## src/rtl/mac_block_accumulator.sv

```systemverilog
// Block accumulator behind the 2-cycle multiply-add stage: tracks valid MAC results,
// sums each group of BLOCK_LEN of them, and queues block sums in a 2-entry valid/ready buffer.
package params;
  localparam int DATA_OUT_WIDTH = 16;
endpackage

module mac_block_accumulator #(
  parameter int IN_WIDTH  = params::DATA_OUT_WIDTH,
  parameter int BLOCK_LEN = 4,
  parameter int SUM_WIDTH = IN_WIDTH + $clog2(BLOCK_LEN)
) (
  input  logic                 clk,
  input  logic                 rst_n,
  input  logic                 issue,
  input  logic [IN_WIDTH-1:0]  mac_data,
  input  logic                 clear,
  output logic [SUM_WIDTH-1:0] sum_out,
  output logic                 sum_valid,
  input  logic                 sum_ready,
  output logic [1:0]           fill,
  output logic                 overflow,
  input  logic                 clr_ovf
);
  localparam int CNT_W = $clog2(BLOCK_LEN);
  localparam logic [CNT_W-1:0] CNT_LAST = CNT_W'(BLOCK_LEN - 1);

  function automatic logic [SUM_WIDTH-1:0] widen(input logic [IN_WIDTH-1:0] x);
    return SUM_WIDTH'(x);
  endfunction

  logic                 vld_p1, vld_p2;
  logic [SUM_WIDTH-1:0] acc;
  logic [CNT_W-1:0]     cnt;
  logic [SUM_WIDTH-1:0] ent0, ent1;
  logic                 accept, blk_last, push, pop, drop;
  logic [SUM_WIDTH-1:0] blk_sum;

  // Stage p1/p2: issue delay line matching the MAC's two-cycle latency
  always_ff @(posedge clk or negedge rst_n) begin
    if (!rst_n) begin
      vld_p1 <= 1'b0;
      vld_p2 <= 1'b0;
    end else if (clear) begin
      vld_p1 <= 1'b0;
      vld_p2 <= 1'b0;
    end else begin
      vld_p1 <= issue;
      vld_p2 <= vld_p1;
    end
  end

  assign accept   = vld_p2 & ~clear;
  assign blk_last = (cnt == CNT_LAST);
  assign blk_sum  = acc + widen(mac_data);
  assign push     = accept & blk_last;

  // Stage acc: running block sum; SUM_WIDTH headroom means no wrap is possible
  always_ff @(posedge clk or negedge rst_n) begin
    if (!rst_n) begin
      acc <= '0;
      cnt <= '0;
    end else if (clear) begin
      acc <= '0;
      cnt <= '0;
    end else if (accept) begin
      if (blk_last) begin
        acc <= '0;
        cnt <= '0;
      end else begin
        acc <= blk_sum;
        cnt <= cnt + 1'b1;
      end
    end
  end

  assign sum_valid = (fill != 2'd0);
  assign sum_out   = sum_valid ? ent0 : '0;
  assign pop       = sum_valid & sum_ready;
  assign drop      = push & (fill == 2'd2) & ~pop;

  // Stage out: 2-entry buffer, ent0 is the head; a simultaneous pop makes room for the push
  always_ff @(posedge clk or negedge rst_n) begin
    if (!rst_n) begin
      ent0 <= '0;
      ent1 <= '0;
      fill <= 2'd0;
    end else begin
      case ({push, pop})
        2'b10: begin
          case (fill)
            2'd0: begin
              ent0 <= blk_sum;
              fill <= 2'd1;
            end
            2'd1: begin
              ent1 <= blk_sum;
              fill <= 2'd2;
            end
            default: ;
          endcase
        end
        2'b01: begin
          ent0 <= ent1;
          ent1 <= '0;
          fill <= fill - 2'd1;
        end
        2'b11: begin
          if (fill == 2'd2) begin
            ent0 <= ent1;
            ent1 <= blk_sum;
          end else begin
            ent0 <= blk_sum;
          end
        end
        default: ;
      endcase
    end
  end

  always_ff @(posedge clk or negedge rst_n) begin
    if (!rst_n)       overflow <= 1'b0;
    else if (drop)    overflow <= 1'b1;
    else if (clr_ovf) overflow <= 1'b0;
  end
endmodule

```

## config.mk

```make
export PLATFORM = sky130hd
export DESIGN_NAME = mac_block_accumulator
export DESIGN_NICKNAME = d
export VERILOG_FILES = /design/src/rtl/mac_block_accumulator.sv
export SDC_FILE = /design/constraint.sdc
export NUM_CORES = 1
export LEC_CHECK = 0
export ABC_AREA = 0
export CAP_MARGIN = 0
export CORE_ASPECT_RATIO = 1.25
export CORE_MARGIN = 2
export CORE_UTILIZATION = 35
export DETAILED_ROUTE_END_ITERATION = 10
export GPL_TIMING_DRIVEN = 0
export HOLD_SLACK_MARGIN = 0.03
export PLACE_DENSITY = 0.52
export SLEW_MARGIN = 20
export SYNTH_ARGS = -nofsm -noshare
export SYNTH_HDL_FRONTEND = slang
export SYNTH_SLANG_ARGS = --single-unit
```

## constraint.sdc

```tcl
create_clock -name clk -period 3.41 [get_ports clk]
set_input_delay 0.5115 -clock clk [delete_from_list [all_inputs] [get_ports clk]]
set_output_delay 0.5115 -clock clk [all_outputs]
set_load 0.03 [all_outputs]
```

After elaboration in Yosys (flattened, before gate mapping)

Index checks and enable logic that the tools add are counted.
Widths: inputs -> output; s select.

Output and inout port bits: 22
Register bits after elaboration: 61

Add/subtract/negate cells: 3
Reductions and logical operators: 9
Mux-type cells: 19
Equal/unequal tests: 10
Bitwise gates (word level): 7

Operator list:

| kind                | number |
|---|---|
| $mux 18             | 8 |
| $pmux 18 s3         | 2 |
| $add 18x16->18      | 1 |
| $eq 2x2->1 const B  | 4 |
| $pmux 2 s2          | 2 |
| $reduce_bool 2->1   | 4 |
| $mux 2              | 3 |
| $and 1x1->1         | 5 |
| $eq 2x1->1 const B  | 2 |
| $mux 1              | 4 |
| $ne 2x2->1 const B  | 2 |
| $reduce_and 2->1    | 2 |
| $ne 3x2->1 const B  | 1 |
| $reduce_and 3->1    | 1 |
| $reduce_bool 3->1   | 1 |
| $add 2x1->2 const B | 1 |
| $logic_not 2->1     | 1 |
| $ne 2x1->1 const B  | 1 |
| $not 1->1           | 2 |
| $sub 2x1->2 const B | 1 |

Longest topological paths before layout

Depth in word-level cells: 6
Gate-level depth with buffers: 9

Worst setup path after synthesis

No wires, ideal clock.

Path kind: input to register
From: in mac_data[0]
To: reg ent0[16]
Library setup time: 0.118 ns
Data arrival time: 2.243 ns
Cell stages on the path: 9
Required time: 3.292 ns
Setup slack: 1.048 ns
Cells stage by stage: ha_1 -> fa_1 -> a21oi_1 -> o211ai_2 -> nand4_4 -> a32o_1 -> xor2_1 -> a21oi_1 -> a21o_1

Cells in the longest elaborated chain, start to end: 3
Elaborated cells on any way between the ends: 4
Those cells by class: add/sub: 1; mux: 3

RTL lines:

| what                              | RTL line | text |
|---|---|---|
| start: declaration                | 15       | `input logic [IN_WIDTH-1:0] mac_data,` |
| $add 18x16->18 *                  | 54       | `assign blk_sum = acc + widen(mac_data);` |
| $mux 18, on equally long branches | 108, 90  |  |
| $pmux 18 s3 *                     | 88       | `case ({push, pop})` |
| end signal: assignment            | 92       | `ent0 <= blk_sum;` |
| end signal: assignment            | 109      | `ent0 <= ent1;` |
| end signal: assignment            | 112      | `ent0 <= blk_sum;` |
| end: declaration                  | 34       | `logic [SUM_WIDTH-1:0] ent0, ent1;` |

Every way passes the cells marked *; elsewhere a longest branch is shown, timed or not. The select of a mux whose other input is x is not followed.
A chain may end at the register's enable or synchronous reset.

Final worst setup path

From: reg fill[0]
To: out sum_out[13]

Cells in the longest elaborated chain, start to end: 2

RTL lines:

| what                     | RTL line | text |
|---|---|---|
| start: declaration       | 20       | `output logic [1:0] fill,` |
| start signal: assignment | 105      | `fill <= fill - 2'd1;` |
| $reduce_bool 2->1        | 76       | `assign sum_valid = (fill != 2'd0);` |
| $mux 18                  | 77       | `assign sum_out = sum_valid ? ent0 : '0;` |
| end: declaration         | 17       | `output logic [SUM_WIDTH-1:0] sum_out,` |

Every way passes these cells.

==> flow_metrics.env <==
export IMPL_status="complete, no violations"
export IMPL_port_buffers=42
export IMPL_dp_hpwl_um=6524
export IMPL_synth_warnings=0
export IMPL_ys_ff_latch=61
export IMPL_cp_max_fo=10
export IMPL_finalMaxSlewViolations=0
export IMPL_fp_dieW_um=94.11
export IMPL_finalHoldViolCount=0
export IMPL_syn_num_nets=396
export IMPL_power_frac_comb_pct=41.7
export IMPL_row_count=41
export IMPL_p_sw_share_pct=37.45
export IMPL_timing_hold_ws_ns=0.08238
export IMPL_boundaryPins=44
export IMPL_drc=0
export IMPL_min_period_ns=3.143
export IMPL_post_cts_buffers=0
export IMPL_setup_total_negative_slack_ns=0
export IMPL_first_pass_iters=4
export IMPL_tritoncts="done"
export IMPL_cts_root_buffer="clkbuf_16"
export IMPL_cp_arrival_ns=2.63
export IMPL_start_util_pct=35.51
export IMPL_cts_made_buffers=9
export IMPL_endpoint_kind="output port"
export IMPL_wl_met2_um=4408
export IMPL_yosys_most_used_dff="dfrtp_1"
export IMPL_slew_headroom_pct=39.51
export IMPL_wl_met3_um=273
export IMPL_grt_pass1_vias=2696
export IMPL_drt_iter0_drc=138
export IMPL_fp_dieH_um=116.6
export IMPL_startpoint_type="flip-flop"
export IMPL_synth_async_sr_flop_share_pct=100.0
export IMPL_p_leak_nw=2.049
export IMPL_final_period_utilization_pct=92.18
export IMPL_skew_ns=0.006123
export IMPL_clock_sinks=61
export IMPL_grt_pass1_wl_um=14440
export IMPL_cpPeakStageDelay_ns=0.60
export IMPL_multiInputGateArea_um2=1897
export IMPL_detail_route_wl_per_cell_um=16.64
export IMPL_ys_seq_area_share_pct=42.97
export IMPL_synth_edff_count=0
export IMPL_grt_usage_pct=17.54
export IMPL_antenna_found_initial=0
export IMPL_p_int_mw=1.831
export IMPL_dp_cells=525
export IMPL_regArea_um2=1526
export IMPL_grt_overflow_total=0
export IMPL_grt_setup_unrepaired="false"
export IMPL_instances_no_fill=536
export IMPL_drive_above_1_share_pct=10.57
export IMPL_hp_class="input port to asynchronous set/reset pin"
export IMPL_syn_to_final_growth_pct=23.74
export IMPL_timing_critical_path_cells="inv_1 -> ha_1 -> clkbuf_1 -> clkbuf_2 -> nor2b_1 -> clkdlybuf4s50_1"
export IMPL_cp_required_ns=2.90
export IMPL_antennaDiodeCount=0
export IMPL_routed_top_layer="met4"
export IMPL_final_fill_count=995
export IMPL_drt_wl_total_um=8917
export IMPL_clk_pin_slew_worst_paths_ns=0.05
export IMPL_grt_max_degree=41
export IMPL_gp_congestion=0.7960
export IMPL_tightest_slew_ns=0.9040
export IMPL_antenna_left=0
export IMPL_netlist_instances=353
export IMPL_clock_path_buffers=2
export IMPL_netlist_area_um2=3552
export IMPL_fmax_ghz=0.3181
export IMPL_crit_slowest_cell="clkdlybuf4s50_1"
export IMPL_viasPerCell=5.252
export IMPL_clk_latency_ns=0.33
export IMPL_ctsHtreeMaxLevel=3
export IMPL_num_vias=2815
export IMPL_p_sw_mw=1.096
export IMPL_ir_drop_uv=274.7
export IMPL_critical_path_top_delay_family="buffers and inverters"
export IMPL_cp_num_buf_inv=4
export IMPL_cap_violations=0
export IMPL_wl_met1_um=4100
export IMPL_crit_type="flip-flop to output port"
export IMPL_die_area_um2=10980
export IMPL_nets=450
export IMPL_power_density_nw_per_um2=665.8
export IMPL_synth_distinct_cells=53
export IMPL_setup_viol=0
export IMPL_pwr_share_clk_pct=26.7
export IMPL_avgSynthCellArea_um2=10.06
export IMPL_core_area_um2=10000
export IMPL_power_frac_seq_pct=31.6
-- logic make-up after synthesis --
logic type	synth area share, %
and+or+nand+nor	17.33
AOI/OAI and AO/OA	23.60
DFF	42.97
buffers and inverters	3.628
adders and majority gates	7.608
xor gates and xnor gates	3.452
muxes	1.409
-- worst paths after layout --
kind / startpoint / to / slack, ns / depth (start not counted)
worst max-delay path: fill[0]$_DFFE_PN0P_ / sum_out[13] / 0.27 / 6
worst min-delay path: rst_n / overflow$_DFFE_PN0P_ / 0.08 / 1
worst max register to register: acc[0]$_DFFE_PN0P_ / ent0[16]$_DFFE_PN0P_ / 0.89 / 9
worst min register to register: vld_p1$_DFF_PN0_ / vld_p2$_DFF_PN0_ / 0.46 / 1
max in group asynchronous: rst_n / ent1[7]$_DFFE_PN0P_ / 2.82 / 2
min in group clk: clear / vld_p1$_DFF_PN0_ / 0.40 / 2
-- synthesized netlist by cell type (3+ instances only) --
master / n / area [µm²]
dfrtp_1: 61 / 1526
ha_1: 20 / 250.2
o22ai_1: 4 / 25.02
a21o_1: 7 / 52.55
a31oi_1: 6 / 37.54
o21ai_1: 4 / 20.02
xor2_1: 6 / 52.55
nor2b_1: 22 / 137.6
o21a_1: 3 / 22.52
inv_1: 8 / 30.03
o21ai_0: 14 / 70.07
a21oi_1: 19 / 95.09
a22o_1: 30 / 262.8
mux2i_1: 5 / 50.05
nor2_2: 3 / 18.77
nor2_1: 19 / 71.32
a22oi_1: 11 / 82.58
or3_1: 3 / 18.77
clkbuf_1: 7 / 26.28
nand2_1: 43 / 161.4
buf_6: 3 / 33.78
xnor2_1: 8 / 70.07
nand3_1: 9 / 45.04
-- layout make-up --
type                    count  share of cell area [%]
multi-input cells         269                   43.15
flip-flops and latches     61                   34.73
repair buffers             43                   9.963
clock buffers              11                   5.522
well taps                 129                   3.672
plain buffers              15                   2.277
inverters                   8                  0.6832
-- placed cells by master, fill, tap and decap left out, types with 8 or more instances in the layout --
| master | instances |
|---|---|
| dfrtp_1 | 61 |
| nand2_1 | 43 |
| clkdlybuf4s50_1 | 41 |
| a22o_1 | 30 |
| nor2b_1 | 22 |
| ha_1 | 20 |
| a21oi_1 | 19 |
| nor2_1 | 19 |
| o21ai_0 | 14 |
| a22oi_1 | 11 |
| nand3_1 | 9 |
| clkbuf_16 | 9 |
| inv_1 | 8 |
| xnor2_1 | 8 |
-- state kept, by name, summed over array words and instances (netlist names) --
signal and cells:
acc 18, cnt 2, ent0 18, ent1 18, fill 2, overflow 1, vld_p1 1, vld_p2 1
-- timing repair --
action / in CTS / in global routing
endpoints found under the setup margin: 1 / 0
resized for setup: 1 / 0
hold buffers: 0 / 0
endpoints found under the hold margin: 0 / 0
-- power by group through the flow --
stage                     Clock, mW  Combinational (mW)  Sequential (mW)
after floorplan                   0               0.764            0.936
after global placement            0                1.22            0.935
after detailed placement          0                1.23            0.938
after CTS                     0.799                1.24            0.927
after global routing          0.837                1.33            0.940
final                         0.783                1.22            0.925
-- routing by layer --
layer	up-vias	GRT usage (%)
met2	49	28.14
met5	-	0
li1	1390	-
met3	11	3.742
met1	1365	23.56
met4	0	6.087
-- stage by stage --
stage / worst slack [ns] / util [%] / cell area (µm²) / total power [mW]
floorplan: 1.048 / - / 3552 / 1.700
global placement: -0.3603 / 41.33 / 4134 / 2.156
detailed placement: 0.2667 / 41.50 / 4151 / 2.169
CTS: 0.1871 / 43.94 / 4395 / 2.964
global route: 0.07559 / 43.94 / 4395 / 3.105
finish: 0.2668 / 43.94 / 4395 / 2.927
-- worst reg2reg max path: cells and delay by family (launching register included) --
family                   cells  cell delay [ns]
AND/OR/NAND/NOR              1             0.17
AO/OA/AOI/OAI                5             1.02
flip-flops                   1             0.38
XOR/XNOR                     1             0.21
adder cells (fa/ha/maj)      2             0.65
(Power assumes the default switching activity.)
